[src/rtl/atan2_port.sv]
// CORDIC vectoring engine: latches x/y operands, then produces atan2(y,x) and sqrt(x^2+y^2)
// in Q13 after ITER+2 cycles, announced by a one-cycle write strobe.
module atan2_port #(
  parameter int unsigned ITER = 14
) (
  input  logic        clk,
  input  logic        reset,
  input  logic        service_x,
  input  logic        service_y,
  input  logic [15:0] data_x,
  input  logic [15:0] data_y,
  output logic [15:0] data_angle,
  output logic [15:0] data_mag,
  output logic        de_angle,
  output logic        drw_angle,
  output logic        de_mag,
  output logic        drw_mag,
  output logic        busy
);

  typedef enum logic [2:0] {StIdle, StPre, StIter, StScale, StDone} state_e;

  localparam logic [3:0]         LastIter = 4'(ITER - 1);
  localparam logic signed [15:0] HalfPi   = 16'sd12868;
  // round(0.607253 * 2^15): inverse CORDIC gain
  localparam logic [33:0]        InvGain  = 34'd19898;

  state_e             state_q;
  logic [15:0]        op_x_q, op_y_q;
  logic signed [18:0] x_q, y_q;
  logic signed [15:0] z_q;
  logic [3:0]         i_q;
  logic               zero_q;
  logic [15:0]        angle_q, mag_q;
  logic               stb_q;

  logic signed [18:0] sx, sy, x_sh, y_sh;
  logic signed [15:0] atan_c;
  logic [18:0]        x_pos, mag_full;
  logic [15:0]        mag_sat;

  assign sx   = {{3{op_x_q[15]}}, op_x_q};
  assign sy   = {{3{op_y_q[15]}}, op_y_q};
  assign x_sh = x_q >>> i_q;
  assign y_sh = y_q >>> i_q;

  always_comb begin
    atan_c = '0;
    case (i_q)
      4'd0:    atan_c = 16'sd6434;
      4'd1:    atan_c = 16'sd3798;
      4'd2:    atan_c = 16'sd2007;
      4'd3:    atan_c = 16'sd1019;
      4'd4:    atan_c = 16'sd511;
      4'd5:    atan_c = 16'sd256;
      4'd6:    atan_c = 16'sd128;
      4'd7:    atan_c = 16'sd64;
      4'd8:    atan_c = 16'sd32;
      4'd9:    atan_c = 16'sd16;
      4'd10:   atan_c = 16'sd8;
      4'd11:   atan_c = 16'sd4;
      4'd12:   atan_c = 16'sd2;
      4'd13:   atan_c = 16'sd1;
      default: atan_c = 16'sd0;
    endcase
  end

  // x stays non-negative after pre-rotation; clamp defensively before scaling
  assign x_pos    = x_q[18] ? '0 : x_q;
  assign mag_full = 19'(({15'd0, x_pos} * InvGain) >> 15);
  assign mag_sat  = (|mag_full[18:16]) ? 16'hFFFF : mag_full[15:0];

  always_ff @(posedge clk) begin
    if (reset) begin
      state_q <= StIdle;
      op_x_q  <= '0;
      op_y_q  <= '0;
      x_q     <= '0;
      y_q     <= '0;
      z_q     <= '0;
      i_q     <= '0;
      zero_q  <= 1'b0;
      angle_q <= '0;
      mag_q   <= '0;
      stb_q   <= 1'b0;
    end else begin
      stb_q <= 1'b0;
      unique case (state_q)
        StIdle: begin
          if (service_y) op_y_q <= data_y;
          if (service_x) begin
            op_x_q  <= data_x;
            state_q <= StPre;
          end
        end
        StPre: begin
          zero_q <= (op_x_q == 16'h0000) && (op_y_q == 16'h0000);
          i_q    <= '0;
          // fold left half-plane into the right half so the iterations converge
          if (sx[18] && !sy[18]) begin
            x_q <= sy;
            y_q <= -sx;
            z_q <= HalfPi;
          end else if (sx[18]) begin
            x_q <= -sy;
            y_q <= sx;
            z_q <= -HalfPi;
          end else begin
            x_q <= sx;
            y_q <= sy;
            z_q <= '0;
          end
          state_q <= StIter;
        end
        StIter: begin
          if (!y_q[18]) begin
            x_q <= x_q + y_sh;
            y_q <= y_q - x_sh;
            z_q <= z_q + atan_c;
          end else begin
            x_q <= x_q - y_sh;
            y_q <= y_q + x_sh;
            z_q <= z_q - atan_c;
          end
          if (i_q == LastIter) begin
            i_q     <= '0;
            state_q <= StScale;
          end else begin
            i_q <= i_q + 4'd1;
          end
        end
        StScale: begin
          angle_q <= zero_q ? 16'h0000 : z_q;
          mag_q   <= zero_q ? 16'h0000 : mag_sat;
          stb_q   <= 1'b1;
          state_q <= StDone;
        end
        StDone: begin
          state_q <= StIdle;
        end
        default: begin
          state_q <= StIdle;
        end
      endcase
    end
  end

  assign data_angle = angle_q;
  assign data_mag   = mag_q;
  assign de_angle   = stb_q;
  assign drw_angle  = stb_q;
  assign de_mag     = stb_q;
  assign drw_mag    = stb_q;
  assign busy       = (state_q != StIdle);

endmodule

[config.mk]
export PLATFORM = sky130hd
export DESIGN_NAME = atan2_port
export DESIGN_NICKNAME = d
export VERILOG_FILES = /design/src/rtl/atan2_port.sv
export SDC_FILE = /design/constraint.sdc
export NUM_CORES = 1
export LEC_CHECK = 0
export ABC_AREA = 1
export CAP_MARGIN = 20
export CORE_MARGIN = 3
export CORE_UTILIZATION = 63
export DETAILED_ROUTE_END_ITERATION = 10
export GPL_ROUTABILITY_DRIVEN = 0
export PLACE_DENSITY = 0.82
export SLEW_MARGIN = 20
export SYNTH_ARGS = -nofsm -noshare
export SYNTH_HDL_FRONTEND = slang
export SYNTH_SLANG_ARGS = --single-unit
[constraint.sdc]
create_clock -name clk -period 6.89 [get_ports clk]
set_input_delay 1.0335 -clock clk [delete_from_list [all_inputs] [get_ports clk]]
set_output_delay 1.0335 -clock clk [all_outputs]
set_load 0.01 [all_outputs]
# Word level (Yosys, flattened, before mapping)

Memory sizes are Yosys's and may differ from the RTL's. A register that Yosys moved wholly into a read port is not among the register bits.
Cells that the tools add are included.

Flip-flop bits (word level): 127
Latch bits: 0
Memory bits (writable): 0
Memory bits (read-only): 208
Input bits: 36
Output and inout bits: 37
Word-level logic and storage cells: 66
Memories: 1

Add/subtract/negate cells: 9
Multipliers: 1
Divide/modulo/power cells: 0
$lt $le $gt $ge: 0
Equality and inequality tests: 6
Shifts and indexed selects: 2
Muxes and demuxes: 24
Bitwise logic cells: 0
Reductions and logical operators: 12

Memory list:

| memory           | depth | width | rd ports | clocked after Yosys merged registers in | wr ports | line | text |
|---|---|---|---|---|---|---|---|
| (name not given) | 16    | 13    | 1        | 1                                       | 0        | 49   | `case (i_q)` |

Operators with widths:

| cell                   | count |
|---|---|
| $mux 19                | 6 |
| $mux 16                | 6 |
| $pmux 19 s2            | 2 |
| $add 19x19->19         | 2 |
| $neg 16->19            | 2 |
| $sshr 19x4->19         | 2 |
| $sub 19x19->19         | 2 |
| $logic_not 16->1       | 2 |
| $mul 18x14->32 const B | 1 |
| $pmux 16 s2            | 1 |
| $mux 18                | 1 |
| $add 16x16->16         | 1 |
| $sub 16x16->16         | 1 |
| $mux 4                 | 3 |
| $pmux 3 s4             | 1 |
| $pmux 4 s2             | 1 |
| $eq 3x2->1 const B     | 2 |
| $mux 3                 | 2 |
| $reduce_and 2->1       | 3 |
| $add 4x1->4 const B    | 1 |
| $eq 4x4->1 const B     | 1 |
| $ne 2x2->1 const B     | 2 |
| $eq 3x1->1 const B     | 1 |
| $logic_not 3->1        | 1 |
| 6 further kinds        | 7 |

# Logic depth before layout (Yosys ltp)

Gate-level depths: netlist (run 1).

Depth in word-level cells: 5
Depth in mapped cells: 31
Depth with buffers taken out: 31

# Least setup slack after synthesis (run 1)

Ideal clock, no wire load.

Path kind: reg2reg
From: register x_q[18]
To: register mag_q[11], in the netlist data_mag[11]
Setup time: 132 ps
Arrival: 5843 ps
Required time: 6758 ps
Slack: 915 ps
Stages on the path, launching flop included: 31
Buffers on the path: 3
Clock period less this slack: 5975 ps
Cell sequence: dfxtp_1 -> clkbuf_1 -> buf_1 -> nor2_1 -> inv_1 -> nor2_1 -> nor2_1 -> ha_1 -> or2_2 -> ha_1 -> inv_1 -> fa_1 -> inv_1 -> fa_1 -> fa_1 -> inv_1 -> fa_1 -> inv_1 -> ha_1 -> nand2_1 -> nor2_1 -> inv_1 -> nor2_1 -> nand3_1 -> nand2_1 -> nand2_1 -> nand2_1 -> buf_2 -> nand3_1 -> nand2_1 -> a21oi_1

Longest elaborated chain between the ends: 5

Ends and longest elaborated chain:

| item                   | line | text |
|---|---|---|
| start, declared        | 30   | `logic signed [18:0] x_q, y_q;` |
| start signal, assigned | 101  | `x_q <= sy;` |
| start signal, assigned | 105  | `x_q <= -sy;` |
| start signal, assigned | 117  | `x_q <= x_q + y_sh;` |
| $mux 18 (*)            | 69   | `assign x_pos = x_q[18] ? '0 : x_q;` |
| $mul 18x14->32 (*)     | 70   | `assign mag_full = 19'(({15'd0, x_pos} * InvGain) >> 15);` |
| $reduce_or 3->1        | 71   | `assign mag_sat = (\|mag_full[18:16]) ? 16'hFFFF : mag_full[15:0];` |
| $mux 16 (*)            | 71   |  |
| $mux 16 (*)            | 134  | `mag_q <= zero_q ? 16'h0000 : mag_sat;` |
| end signal, assigned   | 134  |  |
| end, declared          | 34   | `logic [15:0] angle_q, mag_q;` |

Every way passes the cells marked *; elsewhere a longest branch is shown, timed or not.
A chain may end at the register's enable or synchronous reset.

# Final worst setup path (run 1)

From: register x_q[5]
To: register mag_q[13], in the netlist data_mag[13]

Same word-level chain as after synthesis.

==> metrics.md, run 1 <==
| Metric | Value |
|---|---|
| R2R depth | `29` |
| CP max stage delay | `0.55 ns` |
| Hold path depth | `2` |
| Startpoint types | `register` |
| RR Endpoint | `data_mag[13]` |
| Vias post-DR | `17700` |
| Yosys top cell area share | `16.7%` |
| Clock Sinks | `140` |
| Most common cell in the netlist | `nand2_1` |
| Post-synth EDFFs | `0` |
| Final Hold Fails | `0` |
| Die W | `169 um` |
| CP Data Required Time | `7.17 ns` |
| Arrival time at the worst endpoint | `6.65 ns` |
| Slew Limit Headroom | `19.4%` |
| Number of synthesized register bits | `140` |
| GRT Overall Usage | `34.7%` |
| Initial antenna violation count | `0` |
| H-Tree Depth | `4` |
| Multi-input gate area | `0.0122 mm2` |
| First-pass GRT wire length | `81.2 mm` |
| Hold buffers post-CTS | `0` |
| Area contributors post-synth | `dfxtp_1 (17%), ha_1 (13%), nand2_1 (12%)` |
| Fin area | `0.0183 mm2` |
| Post-place instance area | `0.0177 mm2` |
| Final HPWL DP | `39.3 mm` |
| Async S/R FF share, synth | `0%` |
| Status | `finished, final reports clean` |
| Syn nets | `2826` |
| Layout Nets | `2849` |
| Setup_tns | `0 ns` |
| Rows | `59` |
| Clk buf depth | `2` |
| FF-to-FF Start | `x_q[5]` |
| CP most frequent cell | `inv_1` |
| Initial DRC Count | `2037` |
| Max Slew Vio Count | `0` |
| Pre-antenna DRT Iters | `6` |
| CORE AREA | `0.0261 mm2` |
| Largest net degree at the start of global routing | `78` |
| Finish-stage setup viols | `0` |
| Reg area | `0.00280 mm2` |
| Die Span Y | `169 um` |
| R2R Setup Slk | `0.53 ns` |
| Unrepaired setup endpoints after global routing | `no` |
| Antenna Nets Post-Route | `0` |
| Wire per inst | `17.6 um` |
| Post-Synthesis Cell Area | `0.0168 mm2` |
| Synthesized instance count | `2517` |
| Hold path startpoint | `z_q[0]` |
| Routed vias/inst | `6.13` |
| Final Critical Period | `6.36 ns` |
| CTS tree | `built` |
| Grt ovf | `0` |
| Ys flop type | `dfxtp_1` |
| # fillers | `2243` |
| Worst-path maximum fanout | `16` |
| Slew @ Worst Pin | `1.20 ns` |
| Register clock-pin slew on the reported worst setup and hold paths | `0.08 ns` |
| Die area | `0.0286 mm2` |
| Yosys cell types | `50` |
| Final Skew | `0.0177 ns` |
| Routed wire length | `50.8 mm` |
| Min-Delay Path Class | `register to register` |
| Vias in the first global route | `16500` |
| Max-Cap Viols | `0` |
| Share of layout cells above drive strength 1 | `4.03%` |
| Cts bufs inserted | `17` |
| IO Port Bufs | `72` |
| Boundary Pins | `73` |
| Crit-path slowest cell | `fa_1` |
| Setup CP Type | `register to register` |
| YS warnings | `0` |
| Seq/Total Area, Yosys | `16.7%` |
| Final worst path period share | `92.4%` |
| Ant. Diodes | `0` |
| Worst setup EP type | `register` |
| Area leader, netlist | `dfxtp_1` |
| Starting Density | `64.2%` |
| Mean Syn Cell Area | `6.67 um2` |
| Layout area overhead | `9.09%` |
| DRC errors left | `0` |
| Clk Latency, worst-skew pair | `0.43 ns` |
| Min-Delay Endpoint | `data_angle[0]` |
| Top cells by instance count after synthesis | `nand2_1 (536), inv_1 (346), a21oi_1 (239)` |
| Maximum clock frequency | `157 MHz` |
| Root Buffer Master | `clkbuf_16` |
==> how the worst max path moves through the flow <==
stage	startpoint	to	cells past startpoint
2_1_floorplan	x_q[18]	data_mag[11]	30
3_3_place_gp	x_q[18]	data_mag[9]	27
3_5_place_dp	x_q[18]	data_mag[0]	27
4_1_cts	x_q[18]	data_mag[0]	27
5_1_grt	x_q[9]	data_mag[11]	28
6_report	x_q[5]	data_mag[13]	29
==> registers in the layout, indices dropped and copies added, names as in the netlist <==
name        flops
x_q            19
zero_q          1
atan_c         13
op_x_q         16
data_mag       16
state_q         3
z_q            16
y_q            19
de_angle        1
data_angle     16
i_q             4
op_y_q         16
==> logic make-up after synthesis <==
logic type / synth area share [%]
XOR/XNOR: 4.75
buffers and inverters: 10.6
adder cells (fa/ha/maj): 24.5
AND/OR/NAND/NOR: 25.4
flip-flops: 16.7
AO/OA/AOI/OAI: 18.0
==> critical path, delay by kind of cell, from the launching register on <==
family | cells | cell delay [ns]
flops | 1 | 0.46
buf+inv | 6 | 0.41
fa+ha+maj | 6 | 2.57
simple gates | 12 | 2.05
xor+xnor | 1 | 0.20
compound gates | 4 | 0.53
==> layer usage <==
| layer | vias to the layer above | wire (um) | track usage, % |
|---|---|---|---|
| met1 | 8160 | 20400 | 44.5 |
| li1 | 8372 | - | - |
| met2 | 990 | 22900 | 56.9 |
| met4 | 0 | 2330 | 14.9 |
| met5 | - | 0 | 0 |
| met3 | 186 | 5110 | 7.34 |
==> per-stage QoR <==
step | utilization [%] | std cells | setup WS [ns] | hold WS [ns]
after floorplan | - | 2517 | 0.915 | 0.441
after global placement | 67.6 | 2853 | 0.639 | 0.453
after detailed placement | 67.6 | 2853 | 0.340 | 0.456
after CTS | 69.8 | 2885 | 0.291 | 0.463
after global routing | 70.0 | 2888 | 0.0206 | 0.470
final | 70.0 | 2888 | 0.525 | 0.463
==> cell usage in the layout, fill, tap and decap left out, types with 9 or more instances in the layout <==
cell type / netlist / routed
xor2_1: 71 / 71
nand3_1: 230 / 228
inv_1: 346 / 343
clkdlybuf4s50_1: 0 / 71
buf_4: 5 / 26
inv_2: 12 / 13
o21ai_0: 184 / 184
xnor2_1: 20 / 20
ha_1: 180 / 180
nand2_1: 536 / 533
nor3_1: 29 / 29
nand4_1: 16 / 16
a31oi_1: 13 / 13
or2_2: 9 / 9
o221ai_1: 12 / 12
nor2_1: 170 / 166
fa_1: 93 / 93
o211ai_1: 14 / 14
o22ai_1: 15 / 15
dfxtp_1: 140 / 139
a21o_1: 9 / 9
o31ai_1: 11 / 11
clkbuf_16: 0 / 17
a21oi_1: 239 / 239
o21ai_1: 14 / 14
==> final cells by class <==
cell class	instances	area share, %
Clock buffer	18	2.40
Inverter	359	7.38
Tap cell	335	2.29
Clock inverter	14	0.800
Timing Repair Buffer	98	4.98
Sequential cell	140	15.3
Multi-Input combinational cell	1924	66.8
==> timing repair <==
action,CTS,global route
setup buffers,0,3
endpoints found under the setup margin,0,16
resized for setup,0,5
Power of run 1 is not shown: default switching activity piles up to over one toggle a cycle in this logic, so the estimate is an artifact.
==> run 2, diff against run 1 <==
--- a/config.mk
+++ b/config.mk
@@ -8,10 +8,11 @@
 export ABC_AREA = 1
 export CAP_MARGIN = 20
 export CORE_MARGIN = 3
-export CORE_UTILIZATION = 63
+export CORE_UTILIZATION = 67
 export DETAILED_ROUTE_END_ITERATION = 10
+export DONT_BUFFER_PORTS = 1
 export GPL_ROUTABILITY_DRIVEN = 0
-export PLACE_DENSITY = 0.82
+export PLACE_DENSITY = 0.83
 export SLEW_MARGIN = 20
 export SYNTH_ARGS = -nofsm -noshare
 export SYNTH_HDL_FRONTEND = slang
==> metrics.md, run 2 (synthesis results as in run 1) <==
| Metric | Value |
|---|---|
| Initial DRC Count | `1984 (-2.6%)` |
| Cts bufs inserted | `17 (unchanged)` |
| Critical Path Source | `x_q[8]` |
| Starting Density | `68.6% (+4.4 points)` |
| Antenna Nets Post-Route | `0 (unchanged)` |
| First-pass GRT wire length | `80.9 mm (-0.33%)` |
| Die Span Y | `164 um (-2.9%)` |
| Setup CP Type | `register to register` |
| GRT Overall Usage | `37.2% (+2.5 points)` |
| # fillers | `2040 (-9.1%)` |
| Register clock-pin slew on the reported worst setup and hold paths | `0.08 ns (about the same)` |
| Slew Limit Headroom | `26.9% (+7.5 points)` |
| CP max stage delay | `0.59 ns (+0.04 ns)` |
| Routed vias/inst | `6.22 (+1.4%)` |
| Slew @ Worst Pin | `1.09 ns (-0.111 ns)` |
| Max Slew Vio Count | `0 (unchanged)` |
| Layout area overhead | `4.38%` |
| CTS tree | `built` |
| Finish-stage setup viols | `0 (unchanged)` |
| RR Endpoint | `data_mag[8]` |
| Initial antenna violation count | `0 (unchanged)` |
| Die area | `0.0270 mm2 (-5.8%)` |
| Die W | `164 um (-2.9%)` |
| Boundary Pins | `73 (unchanged)` |
| Ant. Diodes | `0 (unchanged)` |
| R2R Setup Slk | `0.41 ns (-0.12 ns)` |
| Hold path startpoint | `zero_q` |
| Root Buffer Master | `clkbuf_16` |
| Pre-antenna DRT Iters | `6 (unchanged)` |
| Final Skew | `0.0174 ns (-0.000315 ns)` |
| Maximum clock frequency | `154 MHz (-1.8%)` |
| Final Hold Fails | `0 (unchanged)` |
| R2R depth | `29 (unchanged)` |
| Most common cell after layout, fill and taps aside | `nand2_1` |
| Unrepaired setup endpoints after global routing | `no` |
| Commonest non-fill, non-tap cells in the layout | `nand2_1 (534), inv_1 (344), a21oi_1 (239)` |
| Routed wire length | `50.4 mm (-0.78%)` |
| H-Tree Depth | `4 (unchanged)` |
| Status | `finished, final reports clean` |
| Final worst path period share | `94.1% (+1.7 points)` |
| Worst setup EP type | `register` |
| Vias post-DR | `17400 (-1.7%)` |
| Clock Sinks | `140 (unchanged)` |
| Largest net degree at the start of global routing | `61 (-22%)` |
| Rows | `57 (-3.4%)` |
| Vias in the first global route | `16600 (+0.12%)` |
| Setup_tns | `0 ns (unchanged)` |
| Clk buf depth | `2 (unchanged)` |
| Crit-path slowest cell | `fa_1` |
| CP Data Required Time | `7.22 ns (+0.05 ns)` |
| DRC errors left | `0 (unchanged)` |
| Grt ovf | `0 (unchanged)` |
| Wire per inst | `18.0 um (+2.4%)` |
| Layout Nets | `2771 (-2.7%)` |
| Min-Delay Path Class | `register to register` |
| FF-to-FF Start | `x_q[8]` |
| Min-Delay Endpoint | `zero_q` |
| Arrival time at the worst endpoint | `6.81 ns (+0.16 ns)` |
| Final Critical Period | `6.48 ns (+0.117 ns)` |
| Registers with the most flip-flops | `x_q x19, y_q x19` |
| CP most frequent cell | `inv_1` |
| Clk Latency, worst-skew pair | `0.44 ns (about the same)` |
| Final HPWL DP | `38.7 mm (-1.7%)` |
| Worst-path maximum fanout | `16 (unchanged)` |
| Share of layout cells above drive strength 1 | `3.76% (-0.28 points)` |
| Post-CTS Setup Inserts | `0 (unchanged)` |
| IO Port Bufs | `0 (-100%)` |
| CORE AREA | `0.0245 mm2 (-6.4%)` |
| Startpoint types | `register` |
| Max-Cap Viols | `0 (unchanged)` |
| Hold path depth | `2 (unchanged)` |
-- run 2: repair_timing --
action,in CTS,in global routing
hold endpoints to repair,0,0
resized for setup,0,2
endpoints found under the setup margin,0,16
hold buffers,0,0
-- run 2: cell type report --
cell class / instances / area, um2 / area share (%)
flip-flops and latches: 140 / 2800 / 16.0
clock buffers: 17 / 425 / 2.43
well taps: 324 / 405 / 2.32
clock inverters: 15 / 145 / 0.829
repair buffers: 20 / 168 / 0.957
multi-input cells: 1924 / 12200 / 69.8
inverters: 359 / 1350 / 7.70
-- run 2: worst max path at each step --
stage          slack (ns)      endpoint
2_1_floorplan        0.92  data_mag[11]
3_3_place_gp         0.56  data_mag[12]
3_5_place_dp         0.30  data_mag[13]
4_1_cts              0.24   data_mag[8]
5_1_grt             0.004   data_mag[8]
6_report             0.41   data_mag[8]
-- run 2: critical path: cells and delay by family, from the launching register on --
family / cells / cell delay, ns
adders and majority gates: 6 / 2.69
and+or+nand+nor: 12 / 1.98
buffers and inverters: 7 / 0.57
AOI/OAI and AO/OA: 3 / 0.53
DFF: 1 / 0.44
xor gates and xnor gates: 1 / 0.17
-- run 2: layer usage --
metal  vias up  global-route usage, %  part of all wire (%)
met1      7958                   48.2                    41
li1       8232                      -                     -
met3       181                   7.47                    10
met5         -                      0                     0
met2      1037                   60.1                    45
met4         0                   16.7                   4.5
-- run 2: stage by stage --
step	std cells	utilization (%)	instance area, um2	hold WS [ns]	setup slack [ns]
2_1_floorplan	2517	-	16800	0.441	0.915
3_5_place_dp	2766	69.1	16900	0.470	0.295
5_1_grt	2799	71.6	17500	0.493	0.00410
3_3_place_gp	2766	69.1	16900	0.456	0.558
6_report	2799	71.6	17500	0.478	0.409
4_1_cts	2798	71.4	17500	0.479	0.241
Power of run 2 is left out for the same reason.
==> run 3, diff against run 2 <==
--- a/config.mk
+++ b/config.mk
@@ -13,6 +13,7 @@
 export DONT_BUFFER_PORTS = 1
 export GPL_ROUTABILITY_DRIVEN = 0
 export PLACE_DENSITY = 0.83
+export REMOVE_ABC_BUFFERS = 1
 export SLEW_MARGIN = 20
 export SYNTH_ARGS = -nofsm -noshare
 export SYNTH_HDL_FRONTEND = slang
==> metrics.md, run 3 (synthesis results as in run 1) <==
| Metric | Value |
|---|---|
| Final Skew | `0.0153 ns (-0.00211 ns)` |
| Clk Latency, worst-skew pair | `0.44 ns (about the same)` |
| Starting Density | `68.6% (unchanged)` |
| Boundary Pins | `73 (unchanged)` |
| Vias post-DR | `17200 (-0.95%)` |
| Registers with the most flip-flops | `x_q x19, y_q x19` |
| Die W | `164 um (unchanged)` |
| First-pass GRT wire length | `79.6 mm (-1.6%)` |
| Clk buf depth | `2 (unchanged)` |
| Routed wire length | `50.0 mm (-0.80%)` |
| Routed vias/inst | `6.15 (-1.1%)` |
| CP Data Required Time | `7.25 ns (+0.03 ns)` |
| Setup_tns | `0 ns (unchanged)` |
| Max Slew Vio Count | `0 (unchanged)` |
| Share of layout cells above drive strength 1 | `3.79% (+0.034 points)` |
| Grt ovf | `0 (unchanged)` |
| Register clock-pin slew on the reported worst setup and hold paths | `0.07 ns (about the same)` |
| Die Span Y | `164 um (unchanged)` |
| Layout area overhead | `4.34% (about the same)` |
| Pre-antenna DRT Iters | `6 (unchanged)` |
| Antenna Nets Post-Route | `0 (unchanged)` |
| Worst setup EP type | `register` |
| Status | `finished, final reports clean` |
| Max-Cap Viols | `0 (unchanged)` |
| H-Tree Depth | `4 (unchanged)` |
| Slew @ Worst Pin | `1.22 ns (+0.130 ns)` |
| Post-cts resize count | `0 (unchanged)` |
| CTS tree | `built` |
| Slew Limit Headroom | `18.1% (-8.8 points)` |
| Clock Sinks | `140 (unchanged)` |
| Rows | `57 (unchanged)` |
| CP most frequent cell | `inv_1` |
| Hold buffers post-CTS | `0 (unchanged)` |
| Largest net degree at the start of global routing | `66 (+8.2%)` |
| DRC errors left | `0 (unchanged)` |
| Buf+Inv Stages, Crit Path | `7 (unchanged)` |
| Maximum clock frequency | `156 MHz (+1.4%)` |
| Wire per inst | `17.8 um (-0.95%)` |
| Post-CTS Setup Inserts | `0 (unchanged)` |
| Cts bufs inserted | `17 (unchanged)` |
| Finish-stage setup viols | `0 (unchanged)` |
| Final worst path period share | `92.8% (-1.3 points)` |
| Most common cell after layout, fill and taps aside | `nand2_1` |
| Root Buffer Master | `clkbuf_16` |
| Crit-path slowest cell | `fa_1` |
| CP top delay family | `adder cells` |
| IO Port Bufs | `0 (unchanged)` |
| GRT Overall Usage | `36.7% (-0.56 points)` |
| Commonest non-fill, non-tap cells in the layout | `nand2_1 (534), inv_1 (345), a21oi_1 (239)` |
| Min-Delay Path Class | `register to register` |
| Worst-path maximum fanout | `5 (-11)` |
| Vias in the first global route | `16400 (-1.0%)` |
| R2R Setup Slk | `0.50 ns (+0.09 ns)` |
| Setup CP Type | `register to register` |
| Arrival time at the worst endpoint | `6.75 ns (-0.06 ns)` |
| Initial antenna violation count | `0 (unchanged)` |
| Final HPWL DP | `38.8 mm (+0.19%)` |
| Final Hold Fails | `0 (unchanged)` |
| Layout Nets | `2775 (+0.14%)` |
| Ant. Diodes | `0 (unchanged)` |
| Startpoint types | `register` |
| CORE AREA | `0.0245 mm2 (unchanged)` |
| Initial DRC Count | `1796 (-9.5%)` |
| Final Critical Period | `6.39 ns (-0.0881 ns)` |
| Unrepaired setup endpoints after global routing | `no` |
| CP max stage delay | `0.54 ns (-0.05 ns)` |
| Die area | `0.0270 mm2 (unchanged)` |
==> run 3: per-stage QoR <==
step | cell area [um2] | setup WS (ns) | cells | utilization [%] | hold slack (ns)
after floorplan | 16300 | 1.14 | 2423 | - | 0.435
after global placement | 16900 | 0.612 | 2771 | 69.3 | 0.444
after detailed placement | 16900 | 0.469 | 2771 | 69.3 | 0.448
after CTS | 17500 | 0.455 | 2803 | 71.5 | 0.458
after global routing | 17500 | 0.0243 | 2803 | 71.6 | 0.483
final | 17500 | 0.497 | 2803 | 71.6 | 0.455
==> run 3: per-layer routing <==
metal / track usage [%] / routed length (um) / up-vias / share of wire [%]
met2: 60.5 / 22800 / 964 / 46
li1: - / - / 8226 / -
met5: 0 / 0 / - / 0
met3: 6.81 / 4660 / 210 / 9.3
met4: 18.2 / 2630 / 0 / 5.3
met1: 46.0 / 19900 / 7842 / 40
==> run 3: final timing paths <==
path | startpoint | end | cells past startpoint
max | x_q[9] | data_mag[11] | 28
min | z_q[0] | data_angle[0] | 2
max reg2reg | x_q[9] | data_mag[11] | 28
min reg2reg | z_q[0] | data_angle[0] | 2
==> run 3: final cells by class <==
class / count / area [um2]
well taps: 324 / 405
clock inverters: 14 / 124
multi-input cells: 1924 / 12200
fillers: 2080 / 6960
flip-flops and latches: 140 / 2800
inverters: 359 / 1350
clock buffers: 18 / 429
repair buffers: 24 / 180
==> run 3: worst min-delay path, stage by stage, from the launching register on <==
cell and delay [ns]:
dfxtp_1 0.31, nand2_1 0.06, a21oi_1 0.05
Power of run 3 is left out for the same reason.
